<file path="src/rtl/cla_slice_sequencer_if.sv">
// cla_slice_sequencer_if: operand and result handshakes for the chunked wide adder.
interface cla_slice_sequencer_if #(parameter int W = 16);
    logic         in_valid, in_ready, ci;
    logic         out_valid, out_ready, co, ovf, all_prop;
    logic [W-1:0] a, b, sum;
    modport master(output in_valid, a, b, ci, out_ready,
                   input in_ready, out_valid, sum, co, ovf, all_prop);
    modport slave(input in_valid, a, b, ci, out_ready,
                  output in_ready, out_valid, sum, co, ovf, all_prop);
endinterface

</file>
<file path="src/rtl/cla_slice_sequencer.sv">
// cla_slice_sequencer: W-bit adder that streams N-bit chunks through one
// carry-lookahead slice, LSB chunk first, carrying between chunks in a register.
module cla_slice_sequencer #(
    parameter int N = 4,
    parameter int W = 16
) (
    input logic clk,
    input logic rst,
    cla_slice_sequencer_if.slave bus
);
    localparam int NC = W / N;
    localparam int KW = $clog2(NC) > 0 ? $clog2(NC) : 1;
    localparam logic [KW-1:0] KLAST = KW'(NC - 1);

    if (W % N != 0 || W < 2 * N) begin : g_bad_cfg
        $error("cla_slice_sequencer: W must be a multiple of N and at least 2*N");
    end

    typedef enum logic [1:0] {IDLE, RUN, DONE} state_t;
    state_t state, state_n;

    logic [W-1:0]  ar, br, sum_r;
    logic [KW-1:0] k;
    logic          cr, pr, co_r, ovf_r, ap_r;
    logic [N-1:0]  sa, sb, sg, sp, ss;
    logic [N:0]    c;
    logic          pp, spg, last;

    // Each carry is formed directly from the chunk's generate/propagate terms
    // and the slice carry-in, never from the neighbouring carry.
    always_comb begin
        sa = ar[int'(k)*N +: N];
        sb = br[int'(k)*N +: N];
        sg = sa & sb;
        sp = sa ^ sb;
        c = '0;
        pp = 1'b1;
        c[0] = cr;
        for (int i = 0; i < N; i++) begin
            pp = 1'b1;
            for (int j = i; j >= 0; j--) begin
                c[i+1] = c[i+1] | (pp & sg[j]);
                pp = pp & sp[j];
            end
            c[i+1] = c[i+1] | (pp & cr);
        end
        ss = sp ^ c[N-1:0];
        spg = &sp;
        last = k == KLAST;
    end

    always_ff @(posedge clk) begin
        if (rst) state <= IDLE;
        else state <= state_n;
    end

    always_comb begin
        state_n = state == IDLE ? (bus.in_valid ? RUN : IDLE)
                : state == RUN  ? (last ? DONE : RUN)
                : (bus.out_ready ? IDLE : DONE);
    end

    always_comb begin
        bus.in_ready = ~rst & (state == IDLE);
        bus.out_valid = ~rst & (state == DONE);
    end

    always_ff @(posedge clk) begin
        if (rst) begin
            ar <= '0;
            br <= '0;
            k <= '0;
            cr <= 1'b0;
            pr <= 1'b0;
            sum_r <= '0;
            co_r <= 1'b0;
            ovf_r <= 1'b0;
            ap_r <= 1'b0;
        end else if (state == IDLE && bus.in_valid) begin
            ar <= bus.a;
            br <= bus.b;
            cr <= bus.ci;
            pr <= 1'b1;
            k <= '0;
        end else if (state == RUN) begin
            sum_r[int'(k)*N +: N] <= ss;
            cr <= c[N];
            pr <= pr & spg;
            k <= last ? k : k + 1'b1;
            if (last) begin
                co_r <= c[N];
                ap_r <= pr & spg;
                ovf_r <= (ar[W-1] ~^ br[W-1]) & (ss[N-1] ^ ar[W-1]);
            end
        end
    end

    assign bus.sum = sum_r;
    assign bus.co = co_r;
    assign bus.ovf = ovf_r;
    assign bus.all_prop = ap_r;
endmodule
</file>
<file path="src/flat_wrapper.sv">
// flat-port wrapper written by rule: the top's interface ports become plain ports
module cla_slice_sequencer_flat 
#(
    parameter int N = 4,
    parameter int W = 16
)
  (clk, rst, bus_in_valid, bus_a, bus_b, bus_ci, bus_out_ready, bus_in_ready, bus_out_valid, bus_sum, bus_co, bus_ovf, bus_all_prop);
  cla_slice_sequencer_if #(.W(W)) bus_i ();
  input logic clk;
  input logic rst;
  input wire logic [$bits(bus_i.in_valid)-1:0] bus_in_valid;
  input wire logic [$bits(bus_i.a)-1:0] bus_a;
  input wire logic [$bits(bus_i.b)-1:0] bus_b;
  input wire logic [$bits(bus_i.ci)-1:0] bus_ci;
  input wire logic [$bits(bus_i.out_ready)-1:0] bus_out_ready;
  output wire logic [$bits(bus_i.in_ready)-1:0] bus_in_ready;
  output wire logic [$bits(bus_i.out_valid)-1:0] bus_out_valid;
  output wire logic [$bits(bus_i.sum)-1:0] bus_sum;
  output wire logic [$bits(bus_i.co)-1:0] bus_co;
  output wire logic [$bits(bus_i.ovf)-1:0] bus_ovf;
  output wire logic [$bits(bus_i.all_prop)-1:0] bus_all_prop;
  assign bus_i.in_valid = bus_in_valid;
  assign bus_i.a = bus_a;
  assign bus_i.b = bus_b;
  assign bus_i.ci = bus_ci;
  assign bus_i.out_ready = bus_out_ready;
  assign bus_in_ready = bus_i.in_ready;
  assign bus_out_valid = bus_i.out_valid;
  assign bus_sum = bus_i.sum;
  assign bus_co = bus_i.co;
  assign bus_ovf = bus_i.ovf;
  assign bus_all_prop = bus_i.all_prop;
  cla_slice_sequencer #(.N(N), .W(W)) u_core (.clk(clk), .rst(rst), .bus(bus_i));
endmodule
</file>
<file path="config.mk">
export PLATFORM = sky130hd
export DESIGN_NAME = cla_slice_sequencer_flat
export DESIGN_NICKNAME = d
export VERILOG_FILES = /design/src/rtl/cla_slice_sequencer_if.sv /design/src/rtl/cla_slice_sequencer.sv /design/src/flat_wrapper.sv
export SDC_FILE = /design/constraint.sdc
export NUM_CORES = 1
export LEC_CHECK = 0
export BUFFER_PORTS_ARGS = -buffer_cell sky130_fd_sc_hd__buf_2
export CORE_MARGIN = 8
export CORE_UTILIZATION = 53
export CTS_CLUSTER_SIZE = 20
export DETAILED_ROUTE_END_ITERATION = 8
export GPL_TIMING_DRIVEN = 0
export HOLD_SLACK_MARGIN = 0.15
export PLACE_DENSITY = 0.79
export SETUP_SLACK_MARGIN = 0.5
export SKIP_CTS_REPAIR_TIMING = 1
export SYNTH_ARGS = -nofsm -noshare
export SYNTH_HDL_FRONTEND = slang
export SYNTH_SLANG_ARGS = --single-unit
</file>
<file path="constraint.sdc">
create_clock -name clk -period 3.15 [get_ports clk]
set_clock_uncertainty 0.2 [all_clocks]
set_input_delay 0.315 -clock clk [delete_from_list [all_inputs] [get_ports clk]]
set_output_delay 0.315 -clock clk [all_outputs]
set_load 0.02 [all_outputs]
</file>
Word-level counts from Yosys, hierarchy flattened. Index checks and enable logic that the tools add are counted.

Bits in registers: 57. Latch bits: 0. RAM bits: 0. Memory bits (read-only): 0. Bits of input ports: 37. Output and inout port bits: 21. Logic and storage cells: 75. Memories: 0.

$add $sub $neg: 2. $mul: 0. Divide/modulo/power cells: 0. $lt $le $gt $ge: 0. Equal/unequal tests: 3. Shift operators: 4. Mux-type cells: 10. Bitwise logic cells: 38. Reduce and logical (&&, ||, !) cells: 8.

Operator list (number): $neg 4->33 (1); $shift 4x33->16 const A (1); $shiftx 4x33->16 (1); $shiftx 16x5->4 (2); $and 1x1->1 (20); $bwmux 16 (1); $or 1x1->1 (10); $mux 2 (4); $xor 4x4->4 (2); $mux 1 (5); $and 4x4->4 (1); $eq 2x2->1 const B (2); $reduce_and 2->1 (2); $reduce_and 4->1 (1); $not 1->1 (3); $reduce_and 3->1 (1); $add 2x1->2 const B (1); $eq 2x1->1 const B (1); $logic_not 2->1 (1); $reduce_bool 2->1 (1); $reduce_or 2->1 (1); $logic_and 1x1->1 (1); $xnor 1x1->1 (1); $xor 1x1->1 (1).

Depth between registers and ports, before layout. Gate-level depths: netlist of the first run.

Depth after elaboration: 9. Mapped depth: 8. Mapped depth without buffers: 7.

Worst setup path after synthesis of the first run. Ideal clock, no wire load.

Kind: flip-flop to flip-flop. From: reg u_core.k[0]. To: reg u_core.ovf_r (netlist: u_core.bus.ovf). Arrival time: 2.539 ns. Required time: 2.859 ns. Setup slack: 0.320 ns. Stages on the path, launching flop included: 9. Period minus slack after synthesis: 2.830 ns. Path through: dfxtp_1 > buf_2 > mux4_2 > ha_1 > a41oi_1 > o21ai_2 > xor2_2 > nand3b_1 > a311oi_1.

Word-level cells in the longest chain between the ends: 9. Elaborated cells between the ends (all ways): 17. Classes of those cells: eq/ne (1); shift (2); bitwise (13); reduce/logical (1).

RTL lines: from (decl) (RTL line cla_slice_sequencer.sv:23) `logic [KW-1:0] k;`; from (signal assigned) (RTL line cla_slice_sequencer.sv:89) `k <= last ? k : k + 1'b1;`; $shiftx 16x5->4, on equally long branches (RTL line cla_slice_sequencer.sv:32, cla_slice_sequencer.sv:33); $xor 4x4->4 / $and 4x4->4 (equally long branches) (RTL line cla_slice_sequencer.sv:35, cla_slice_sequencer.sv:34); $and 1x1->1, on equally long branches (RTL line cla_slice_sequencer.sv:42, cla_slice_sequencer.sv:43); $or 1x1->1 (tied with other cells) (RTL line cla_slice_sequencer.sv:42) `c[i+1] = c[i+1] | (pp & sg[j]);`; $or 1x1->1 / $and 1x1->1 (equally long branches) (RTL line cla_slice_sequencer.sv:42, cla_slice_sequencer.sv:45); $or 1x1->1 (RTL line cla_slice_sequencer.sv:45) `c[i+1] = c[i+1] | (pp & cr);`; $xor 4x4->4 (RTL line cla_slice_sequencer.sv:47) `ss = sp ^ c[N-1:0];`; $xor 1x1->1 (RTL line cla_slice_sequencer.sv:93) `ovf_r <= (ar[W-1] ~^ br[W-1]) & (ss[N-1] ^ ar[W-1]);`; $and 1x1->1 (RTL line cla_slice_sequencer.sv:93); to (signal assigned) (RTL line cla_slice_sequencer.sv:93); to (decl) (RTL line cla_slice_sequencer.sv:24) `logic cr, pr, co_r, ovf_r, ap_r;`.

Several ways; a longest one is shown, not always the timed one. A chain may end at the register's enable or synchronous reset.

Worst setup path in the final report of the first run. Ends and elaborated chain as after synthesis.

==> results of run 1 <==
[layout make-up]
cell class	instances	area (um2)	share of cell area
Clock buffer	13	148.9	0.04189
Inverter	4	15.01	0.004224
Clock inverter	3	40.04	0.01126
Buffer	16	87.58	0.02464
Timing Repair Buffer	99	709.4	0.1996
Multi-Input combinational cell	201	1341	0.3773
Tap cell	54	67.56	0.01901
Sequential cell	57	1145	0.3221
[per-stage QoR]
| step | power (mW) | std cells | area (um2) | setup slack [ns] | hold slack [ns] |
|---|---|---|---|---|---|
| 3_3_place_gp | 1.004 | 388 | 2849 | 0.2218 | 0.2406 |
| 4_1_cts | 1.660 | 404 | 3038 | 0.1044 | 0.005975 |
| 2_1_floorplan | 0.9371 | 278 | 2501 | 0.5258 | 0.2331 |
| 3_5_place_dp | 1.008 | 388 | 2849 | 0.1246 | 0.2451 |
| 6_report | 1.741 | 447 | 3555 | 0.4744 | 0.2302 |
| 5_1_grt | 1.807 | 447 | 3555 | 0.3969 | 0.2357 |
[layer usage]
| layer | track usage | up-vias |
|---|---|---|
| li1 | - | 1183 |
| met5 | 0 | - |
| met2 | 0.2727 | 112 |
| met3 | 0.05073 | 22 |
| met4 | 0.08738 | 0 |
| met1 | 0.2028 | 1179 |
[critical path: stages, from the launching register on]
cell,delay [ns]
dfxtp_4,0.38
buf_12,0.13
mux4_2,0.57
ha_4,0.29
a41oi_2,0.27
o21ai_4,0.14
xor2_4,0.17
nand3b_1,0.17
a311oi_1,0.26
[kinds of logic after synthesis]
| family | count (synthesis) | share of synthesized area |
|---|---|---|
| compound gates | 62 | 0.1495 |
| xor+xnor | 4 | 0.01706 |
| fa+ha+maj | 12 | 0.06322 |
| buf+inv | 20 | 0.03361 |
| flops | 57 | 0.4576 |
| mux | 9 | 0.07627 |
| simple gates | 114 | 0.2027 |
[power breakdown]
part	switching (mW)	internal, mW	total [mW]	leakage, nW
logic	0.158	0.143	0.301	0.932
clock network	0.279	0.385	0.664	0.0974
registers	0.0220	0.754	0.776	0.466
total	0.458	1.28	1.74	1.49
[path summary, 6_finish.rpt]
check / from / to / slack [ns] / cells after the start
worst max register to register: u_core.k[0] / u_core.bus.ovf / 0.47 / 8
worst min-delay path: bus_in_valid / u_core.br[12] / 0.23 / 4
worst min register to register: u_core.ar[13] / u_core.ar[13] / 0.26 / 2
worst max-delay path: u_core.k[0] / u_core.bus.ovf / 0.47 / 8
[registers in the layout (all words and copies together) (netlist names), 2 cells and up]
| name | cells |
|---|---|
| u_core.br | 16 |
| u_core.bus.sum | 16 |
| u_core.k | 2 |
| u_core.state | 2 |
| u_core.ar | 16 |
[placed cells by master, fill, tap and decap left out, drive strengths merged, types with 3 or more instances in the layout]
master	instances
buf	72
nand2	71
dfxtp	57
a21oi	38
dlygate4sd3	34
nor2	26
clkbuf	22
a22oi	16
ha	11
mux4	8
inv	4
nor3	4
nor4	3
==> summary.txt, run 1 <==
Run status
  • Status: complete, no violations

Die
  • Die X-Extent: between 80 and 90 um
  • IO Pins: 58
  • Die area: ~7000 um2
  • Core area: 4629 um2
  • FP Rows: 25
  • Die height: ~85 um
  • Starting Density: 0.5386

CTS
  • Clk root buf: clkbuf_8
  • CTS sink cnt: 57
  • H-tree depth: 3
  • Clock transition at path regs: 0.06 ns
  • CTS tree: done
  • CTS Buf Count: 9
  • Max clock buf depth: 2
  • Clock Latency Late Sink: 0.33 ns

Global routing
  • Grt total ovfl: 0
  • Vias in the first global route: 2,176
  • All-Layer GR Usage: 0.1708
  • Global-route wire length before repair: 9770 um
  • Initial antenna violation count: 0
  • Largest net degree at the start of global routing: 11

Logic synthesis
  • Syn Nets: around 330
  • Synth Register Bits: 57
  • Synth warn: 0
  • Post-synth EDFFs: 0
  • Mapped Area: 2494 um2
  • Sequential area share after synthesis: 0.4576
  • Cell type with the highest aggregate area in the netlist: dfxtp_1
  • Synth top area share: 0.4576
  • Syn Inst Count: around 280
  • Primary FF master, synth: dfxtp_1
  • Top-count cell post-synth: nand2_1
  • Syn_area_per_cell: 8.970 um2
  • Fraction of registers with async set/reset: 0
  • Area contributors post-synth: dfxtp_1 46%, nand2_1 11%, a21oi_1 7.6%
  • Top cells by count, synth: 71 x nand2_1, 57 x dfxtp_1, 38 x a21oi_1, 26 x nor2_1, 16 x a22oi_1
  • Unique masters post-synth: 32

Power
  • Leakage Power: 1.495 nW
  • Power per cell area: 489.6 nW/um2
  • Peak VDD IR: 0.4016 mV

Layout
  • Share of post-route cells with drive strength above 1: 0.2774
  • N_diodes: 0
  • Fillcell total: 319
  • Final design utilization: 0.7678
  • Layout overhead on the synthesized area: 42.55%
  • Nets: 437

Flow run
  • Max Cap Viol: 0

Critical path
  • CP max FO: 5
  • Crit path launch type: flip-flop
  • Worst EP arrival: 2.72 ns
  • CP Data Required Time: approximately 3.2 ns
  • WS Path Type: flip-flop to flip-flop
  • CP Capture Type: flip-flop

Placement
  • Number of port buffers: 56
  • GPL Wtd Cong: 0.8059
  • Post-DP HPWL: 4324 um

Hold path
  • HP Class: input port to flip-flop

STA
  • Fin. Hold Viols: 0
  • Max Clk Rate: approximately 0.37 GHz
  • Slew margin rel.: 0.6493
  • RSZ-0062 raised after global routing: yes
  • # setup viols final: 0
  • Final min period: 2.676 ns
  • Setup TNS: 0 ns
  • Worst Max-Slew Pin Slew: 0.5261 ns
  • Tcrit/Tclk final: 0.8494
  • Fin. max-slew vios: 0

Detailed routing
  • WL/cell: 16.36 um
  • Total number of vias: approximately 2,500
  • Post-route ant nets: 0
  • DRT Pass-1 Iters: 5
  • Drt drc: 0
  • DR vias/cell: between 5 and 6
  • Initial DRC count: 228
  • Top sig layer: met4
  • Routed wire length: 7312 um
  • DR WL met3: 547 um
  • Met1 WL: 2872 um
  • Met2 wire len: between 3000 and 4000 um
Power figures use the tool's default switching activity.
==> run 2: changes to the inputs <==
--- a/config.mk
+++ b/config.mk
@@ -5,14 +5,15 @@
 export SDC_FILE = /design/constraint.sdc
 export NUM_CORES = 1
 export LEC_CHECK = 0
+export ABC_AREA = 1
 export BUFFER_PORTS_ARGS = -buffer_cell sky130_fd_sc_hd__buf_2
 export CORE_MARGIN = 8
-export CORE_UTILIZATION = 53
+export CORE_UTILIZATION = 48
 export CTS_CLUSTER_SIZE = 20
 export DETAILED_ROUTE_END_ITERATION = 8
 export GPL_TIMING_DRIVEN = 0
 export HOLD_SLACK_MARGIN = 0.15
-export PLACE_DENSITY = 0.79
+export PLACE_DENSITY = 0.75
 export SETUP_SLACK_MARGIN = 0.5
 export SKIP_CTS_REPAIR_TIMING = 1
 export SYNTH_ARGS = -nofsm -noshare
==> constraint.sdc (replaced) <==
create_clock -name clk -period 2.2 [get_ports clk]
set_clock_uncertainty 0.2 [all_clocks]
set_input_delay 0.22 -clock clk [delete_from_list [all_inputs] [get_ports clk]]
set_output_delay 0.22 -clock clk [all_outputs]
set_load 0.02 [all_outputs]
==> summary.txt, run 2 <==
Run status
  • Status: finished with violations
  • Violated checks: setup timing

Logic synthesis
  • Post-Synth XOR/XNOR Area: 0.003313 (-0.01375)
  • Mapped Area: 2644 um2 (+6.0%)
  • Area contributors post-synth: dfxtp_1 43%, nor2_1 13%, o21ai_0 9.8%
  • Syn Inst Count: 351 (+26%)
  • Unique masters post-synth: 31 (-3.1%)
  • Primary FF master, synth: dfxtp_1
  • Mux contribution to synthesized area: 0 (-0.07627)
  • Simple-Gate Fraction of Synth Area: 0.2669 (+0.06421)
  • Syn Nets: 400 (+22%)
  • Syn_area_per_cell: 7.532 um2 (-16%)
  • Fraction of registers with async set/reset: 0 (unchanged)
  • Compound-cell area share of the yosys netlist: 0.1756 (+0.02606)
  • Top cells by count, synth: 91 x nor2_1, 57 x dfxtp_1, 52 x o21ai_0, 40 x nand2_1, 19 x a21oi_1
  • Synth Register Bits: 57 (unchanged)
  • Post-synth EDFFs: 0 (unchanged)
  • Top-count cell post-synth: nor2_1
  • Synth warn: 0 (unchanged)
  • Cell type with the highest aggregate area in the netlist: dfxtp_1
  • Synth top area share: 0.4316 (-0.02599)
  • Sequential area share after synthesis: 0.4316 (-0.02599)
  • Adder-Cell Fraction of Synth Area: 0.05963 (-0.003590)
  • Largest family of logic cells by synthesized area: simple AND/OR/NAND/NOR gates

Detailed routing
  • Initial DRC count: 148 (-35%)
  • DRT Pass-1 Iters: 4 (-1)
  • Post-route ant nets: 0 (unchanged)
  • Routed wire length: 7746 um (+5.9%)
  • Total number of vias: 2,793 (+12%)
  • Drt drc: 0 (unchanged)
  • WL/cell: 14.29 um (-13%)
  • DR vias/cell: 5.153 (-7.7%)

CTS
  • Clock transition at path regs: 0.07 ns (about the same)
  • CTS sink cnt: 57 (unchanged)
  • CTS tree: done
  • CTS Buf Count: 9 (unchanged)
  • Clk root buf: clkbuf_8
  • Clock Latency Late Sink: 0.34 ns (about the same)
  • Max clock buf depth: 2 (unchanged)
  • H-tree depth: 3 (unchanged)

STA
  • Worst Max-Slew Pin Slew: 0.4921 ns (-0.03392 ns)
  • Final min period: 2.287 ns (-0.3886 ns)
  • Fin. Hold Viols: 0 (unchanged)
  • RSZ-0062 raised after global routing: yes
  • Slew margin rel.: 0.6719 (+0.02261)
  • Tcrit/Tclk final: 1.040 (+0.1902)
  • Max Clk Rate: 0.4372 GHz (+17%)
  • # setup viols final: 8 (+8)
  • Fin. max-slew vios: 0 (unchanged)
  • Setup ws final: -0.08708 ns (-0.5614 ns)

Critical path
  • Crit path launch type: flip-flop
  • CP Data Required Time: 2.27 ns (-0.92 ns)
  • CP Capture Type: flip-flop
  • Worst EP arrival: 2.35 ns (-0.37 ns)
  • WS Path Type: flip-flop to flip-flop
  • CP max FO: 10 (+5)

Layout
  • Final non-filler cell total: 542 (+21%)
  • Share of post-route cells with drive strength above 1: 0.2921 (+0.01476)
  • Commonest non-fill, non-tap cell in the layout: nor2_1
  • Nets: 513 (+17%)
  • Layout overhead on the synthesized area: 45.81%
  • Highest-count cells in the layout ignoring fill and taps: 88 x nor2_1, 60 x buf_2, 55 x dfxtp_1
  • Final design utilization: 0.7132 (-0.05464)

Flow run
  • Max Cap Viol: 0 (unchanged)

Placement
  • DP Cell Count: 480 (+24%)
  • GPL Wtd Cong: 0.8338 (+3.5%)
  • Number of port buffers: 57 (+1.8%)
  • Post-DP HPWL: 4995 um (+16%)

Hold path
  • HP Class: input port to flip-flop

Die
  • Core area: 5405 um2 (+17%)
  • Die area: 8139 um2 (+14%)
  • Die X-Extent: 90.22 um (+6.6%)
  • Starting Density: 0.4891 (-0.04953)
  • IO Pins: 58 (unchanged)
  • FP Rows: 27 (+8.0%)
  • Die height: 90.22 um (+6.6%)

Global routing
  • Grt total ovfl: 0 (unchanged)
  • All-Layer GR Usage: 0.1714 (+0.0005922)
  • Vias in the first global route: 2,600 (+19%)
  • Initial antenna violation count: 1 (+1)
  • Global-route wire length before repair: 11,540 um (+18%)
  • Largest net degree at the start of global routing: 13 (+2)

Power
  • Overall Power: 3.003 mW (+73%)
  • Leakage Power: 1.697 nW (+14%)
  • Power per cell area: 779.0 nW/um2 (+59%)
  • Peak VDD IR: 0.5628 mV (+40%)
[run 2: cell types whose count changed after synthesis, sizes merged, moves of 11 or more]
cell   change
nand2     -26
o21ai     +50
a22oi     -13
a21oi     -19
inv       +11
nor2      +70
[run 2: final timing paths]
| check | startpoint | to | slack [ns] | depth (start not counted) |
|---|---|---|---|---|
| worst min-delay path | bus_in_valid | u_core.k[1] | 0.15 | 5 |
| worst max register to register | u_core.k[0] | u_core.bus.sum[7] | -0.09 | 12 |
| worst max-delay path | u_core.k[0] | u_core.bus.sum[7] | -0.09 | 12 |
| worst min register to register | u_core.bus.sum[8] | u_core.bus.sum[8] | 0.26 | 2 |
[run 2: final cells by class]
type | instances | area [um2]
fillers | 402 | 1550
plain buffers | 18 | 142.6
multi-input cells | 260 | 1475
diodes | 1 | 2.502
repair buffers | 102 | 725.7
well taps | 72 | 90.09
inverters | 16 | 65.06
clock buffers | 14 | 172.7
clock inverters | 2 | 35.03
flip-flops and latches | 57 | 1146
[run 2: power by group]
group	total (mW)	switching (mW)	internal [mW]
sequential	1.17	0.0625	1.11
combinational	0.810	0.448	0.363
clock	1.02	0.404	0.615
[run 2: metrics by stage]
stage | worst slack, ns | TNS [ns] | cell area [um2] | hold WS (ns)
final | -0.08708 | -0.3906 | 3855 | 0.1491
after global routing | -0.2307 | -2.023 | 3855 | 0.1785
after CTS | -0.2303 | -2.171 | 3262 | -0.1487
after detailed placement | -0.2032 | -1.657 | 3054 | 0.2058
after global placement | -0.1602 | -1.207 | 3054 | 0.2053
after floorplan | 0.1520 | 0 | 2679 | 0.1085
[run 2: cells by family after synthesis]
| family | Yosys count |
|---|---|
| buf+inv | 34 |
| fa+ha+maj | 12 |
| xor+xnor | 1 |
| compound gates | 87 |
| flops | 57 |
| simple gates | 160 |
[run 2: worst max-delay path, stage by stage (launching register included)]
cell and delay [ns]:
dfxtp_4 0.43, inv_4 0.07, buf_8 0.14, o21ai_1 0.11, o22ai_1 0.10, ha_1 0.31, buf_4 0.12, nand4_1 0.16
nand2_2 0.15, nand2_4 0.07, nand2_4 0.10, nand4_1 0.08, a21oi_1 0.16
[run 2: layer usage]
layer | up-vias | wire length [um] | GRT usage | part of all wire
li1 | 1392 | - | - | -
met1 | 1300 | 3141 | 0.1893 | 0.41
met2 | 89 | 3955 | 0.2951 | 0.51
met5 | - | 0 | 0 | 0
met3 | 12 | 513 | 0.04572 | 0.066
met4 | 0 | 135 | 0.08877 | 0.017
==> run 3: changes to the inputs <==
--- a/config.mk
+++ b/config.mk
@@ -8,13 +8,11 @@
 export ABC_AREA = 1
 export BUFFER_PORTS_ARGS = -buffer_cell sky130_fd_sc_hd__buf_2
 export CORE_MARGIN = 8
-export CORE_UTILIZATION = 48
+export CORE_UTILIZATION = 40
 export CTS_CLUSTER_SIZE = 20
 export DETAILED_ROUTE_END_ITERATION = 8
 export GPL_TIMING_DRIVEN = 0
 export HOLD_SLACK_MARGIN = 0.15
-export PLACE_DENSITY = 0.75
-export SETUP_SLACK_MARGIN = 0.5
 export SKIP_CTS_REPAIR_TIMING = 1
 export SYNTH_ARGS = -nofsm -noshare
 export SYNTH_HDL_FRONTEND = slang
==> summary.txt, run 3 (synthesis results as in run 2) <==
Critical path
  • CP max FO: 6 (-4)
  • CP Capture Type: flip-flop
  • Cells on worst reg2reg path: 13 (+1)
  • WS Path Type: flip-flop to flip-flop
  • Crit path launch type: flip-flop
  • CP Data Required Time: 2.24 ns (-0.03 ns)
  • Worst EP arrival: 2.29 ns (-0.06 ns)

Layout
  • Fillcell total: 573 (+43%)
  • Register Area: 1149 um2 (+0.22%)
  • Commonest non-fill, non-tap cell in the layout: nor2_1
  • Multi-input gate area: 1546 um2 (+4.8%)
  • Nets: 515 (+0.39%)
  • Final non-filler cell total: 548 (+1.1%)
  • Highest-count cells in the layout ignoring fill and taps: 83 x nor2_1, 60 x buf_2, 55 x dfxtp_1
  • N_diodes: 0 (-1)
  • Share of post-route cells with drive strength above 1: 0.3333 (+0.04122)
  • Layout overhead on the synthesized area: 50.45%

STA
  • Worst Max-Slew Pin Slew: 0.5218 ns (+0.02965 ns)
  • Fin. Hold Viols: 0 (unchanged)
  • RSZ-0062 raised after global routing: yes
  • Fin. max-slew vios: 0 (unchanged)
  • Slew margin rel.: 0.6521 (-0.01977)
  • Tcrit/Tclk final: 1.021 (-0.01864)
  • Final min period: 2.246 ns (-0.04100 ns)
  • Max Clk Rate: 0.4452 GHz (+1.8%)
  • # setup viols final: 4 (-4)
  • Hold slack final: 0.1253 ns (-0.02385 ns)
  • Setup ws final: -0.04608 ns (+0.04100 ns)

Power
  • Int Pwr: 2.038 mW (-2.4%)
  • Clock power share: 0.322 (-0.017)
  • Peak VDD IR: 0.6679 mV (+19%)
  • Comb power frac: 0.284 (+0.014)
  • Net Sw Power: 0.9490 mW (+3.8%)
  • Switching part of the total power: 0.3177 (+0.01316)
  • Flop pwr share: 0.393 (+0.002)
  • Power per cell area: 751.1 nW/um2 (-3.6%)
  • Leakage Power: 1.731 nW (+2.0%)

Hold path
  • Hold depth: 5 (unchanged)
  • HP Class: input port to flip-flop

Detailed routing
  • Drt drc: 0 (unchanged)
  • Initial DRC count: 99 (-33%)
  • DRT Pass-1 Iters: 4 (unchanged)
  • Total number of vias: 2,761 (-1.1%)
  • WL/cell: 14.12 um (-1.2%)
  • Routed wire length: 7736 um (-0.13%)
  • Post-route ant nets: 0 (unchanged)
  • DR vias/cell: 5.038 (-2.2%)

CTS
  • H-tree depth: 3 (unchanged)
  • Max clock buf depth: 2 (unchanged)
  • Clock Latency Late Sink: 0.34 ns (about the same)
  • CTS Buf Count: 9 (unchanged)
  • Clock transition at path regs: 0.06 ns (about the same)
  • CTS sink cnt: 57 (unchanged)
  • CTS tree: done
  • Clk root buf: clkbuf_8

Placement
  • Number of port buffers: 57 (unchanged)
  • DP Cell Count: 485 (+1.0%)
  • GPL Wtd Cong: 0.8668 (+4.0%)
  • Post-DP HPWL: 5220 um (+4.5%)

Die
  • IO Pins: 58 (unchanged)
  • Die area: 9467 um2 (+16%)
  • FP Rows: 29 (+7.4%)
  • Die X-Extent: 97.30 um (+7.9%)
  • Core area: 6386 um2 (+18%)
  • Die height: 97.30 um (+7.9%)
  • Starting Density: 0.4140 (-0.07513)

Global routing
  • All-Layer GR Usage: 0.1510 (-0.02037)
  • Vias in the first global route: 2,563 (-1.4%)
  • Global-route wire length before repair: 11,770 um (+2.0%)
  • Largest net degree at the start of global routing: 13 (unchanged)
  • Initial antenna violation count: 0 (-1)
  • Grt total ovfl: 0 (unchanged)

Run status
  • Violated checks: setup timing
  • Status: finished with violations

Flow run
  • Max Cap Viol: 0 (unchanged)
==> run 3: area by class of cell <==
class	count	area share
flip-flops and latches	57	0.2888
clock inverters	6	0.01447
repair buffers	104	0.1944
multi-input cells	260	0.3888
plain buffers	18	0.03712
inverters	16	0.01762
clock buffers	10	0.03460
well taps	77	0.02422
==> run 3: stage by stage <==
stage	power [mW]	util	setup WS, ns	area (um2)	TNS, ns
after floorplan	1.587	-	0.02028	2646	0
after global placement	1.753	0.4741	-0.5034	3028	-6.781
after detailed placement	1.769	0.4741	-0.5180	3028	-7.263
after CTS	2.733	0.5047	-0.5302	3223	-7.666
after global routing	3.135	0.6228	-0.1493	3978	-1.129
final	2.987	0.6228	-0.04608	3978	-0.07047
==> run 3: power groups by stage <==
stage | logic, mW | clock network [mW] | registers [mW]
detailed placement | 0.578 | 0 | 1.19
global placement | 0.566 | 0 | 1.19
global route | 0.934 | 1.02 | 1.18
floorplan | 0.405 | 0 | 1.18
finish | 0.849 | 0.963 | 1.18
CTS | 0.582 | 0.984 | 1.17
==> run 3: metal layers <==
layer / vias up / track usage / share of wire / wire length [um]
li1: 1400 / - / - / -
met1: 1291 / 0.1672 / 0.43 / 3301
met2: 54 / 0.2583 / 0.50 / 3888
met5: - / 0 / 0 / 0
met3: 16 / 0.05477 / 0.052 / 402
met4: 0 / 0.05594 / 0.019 / 144
==> run 3: critical path, stage by stage (launching register included) <==
cell	delay (ns)
dfxtp_4	0.44
buf_8	0.15
o21ai_2	0.07
o22ai_2	0.24
ha_4	0.24
or2_0	0.23
nand2_2	0.09
nand2_2	0.07
nand2_2	0.10
nand2_4	0.08
nand2_2	0.07
nand3_2	0.06
nand2_1	0.07
inv_1	0.03
==> run 3: final timing paths <==
check / from / endpoint / slack [ns]
max: u_core.k[0] / u_core.bus.ovf / -0.05
min: bus_in_valid / u_core.k[1] / 0.13
max reg2reg: u_core.k[0] / u_core.bus.ovf / -0.05
min reg2reg: u_core.bus.sum[6] / u_core.bus.sum[6] / 0.26
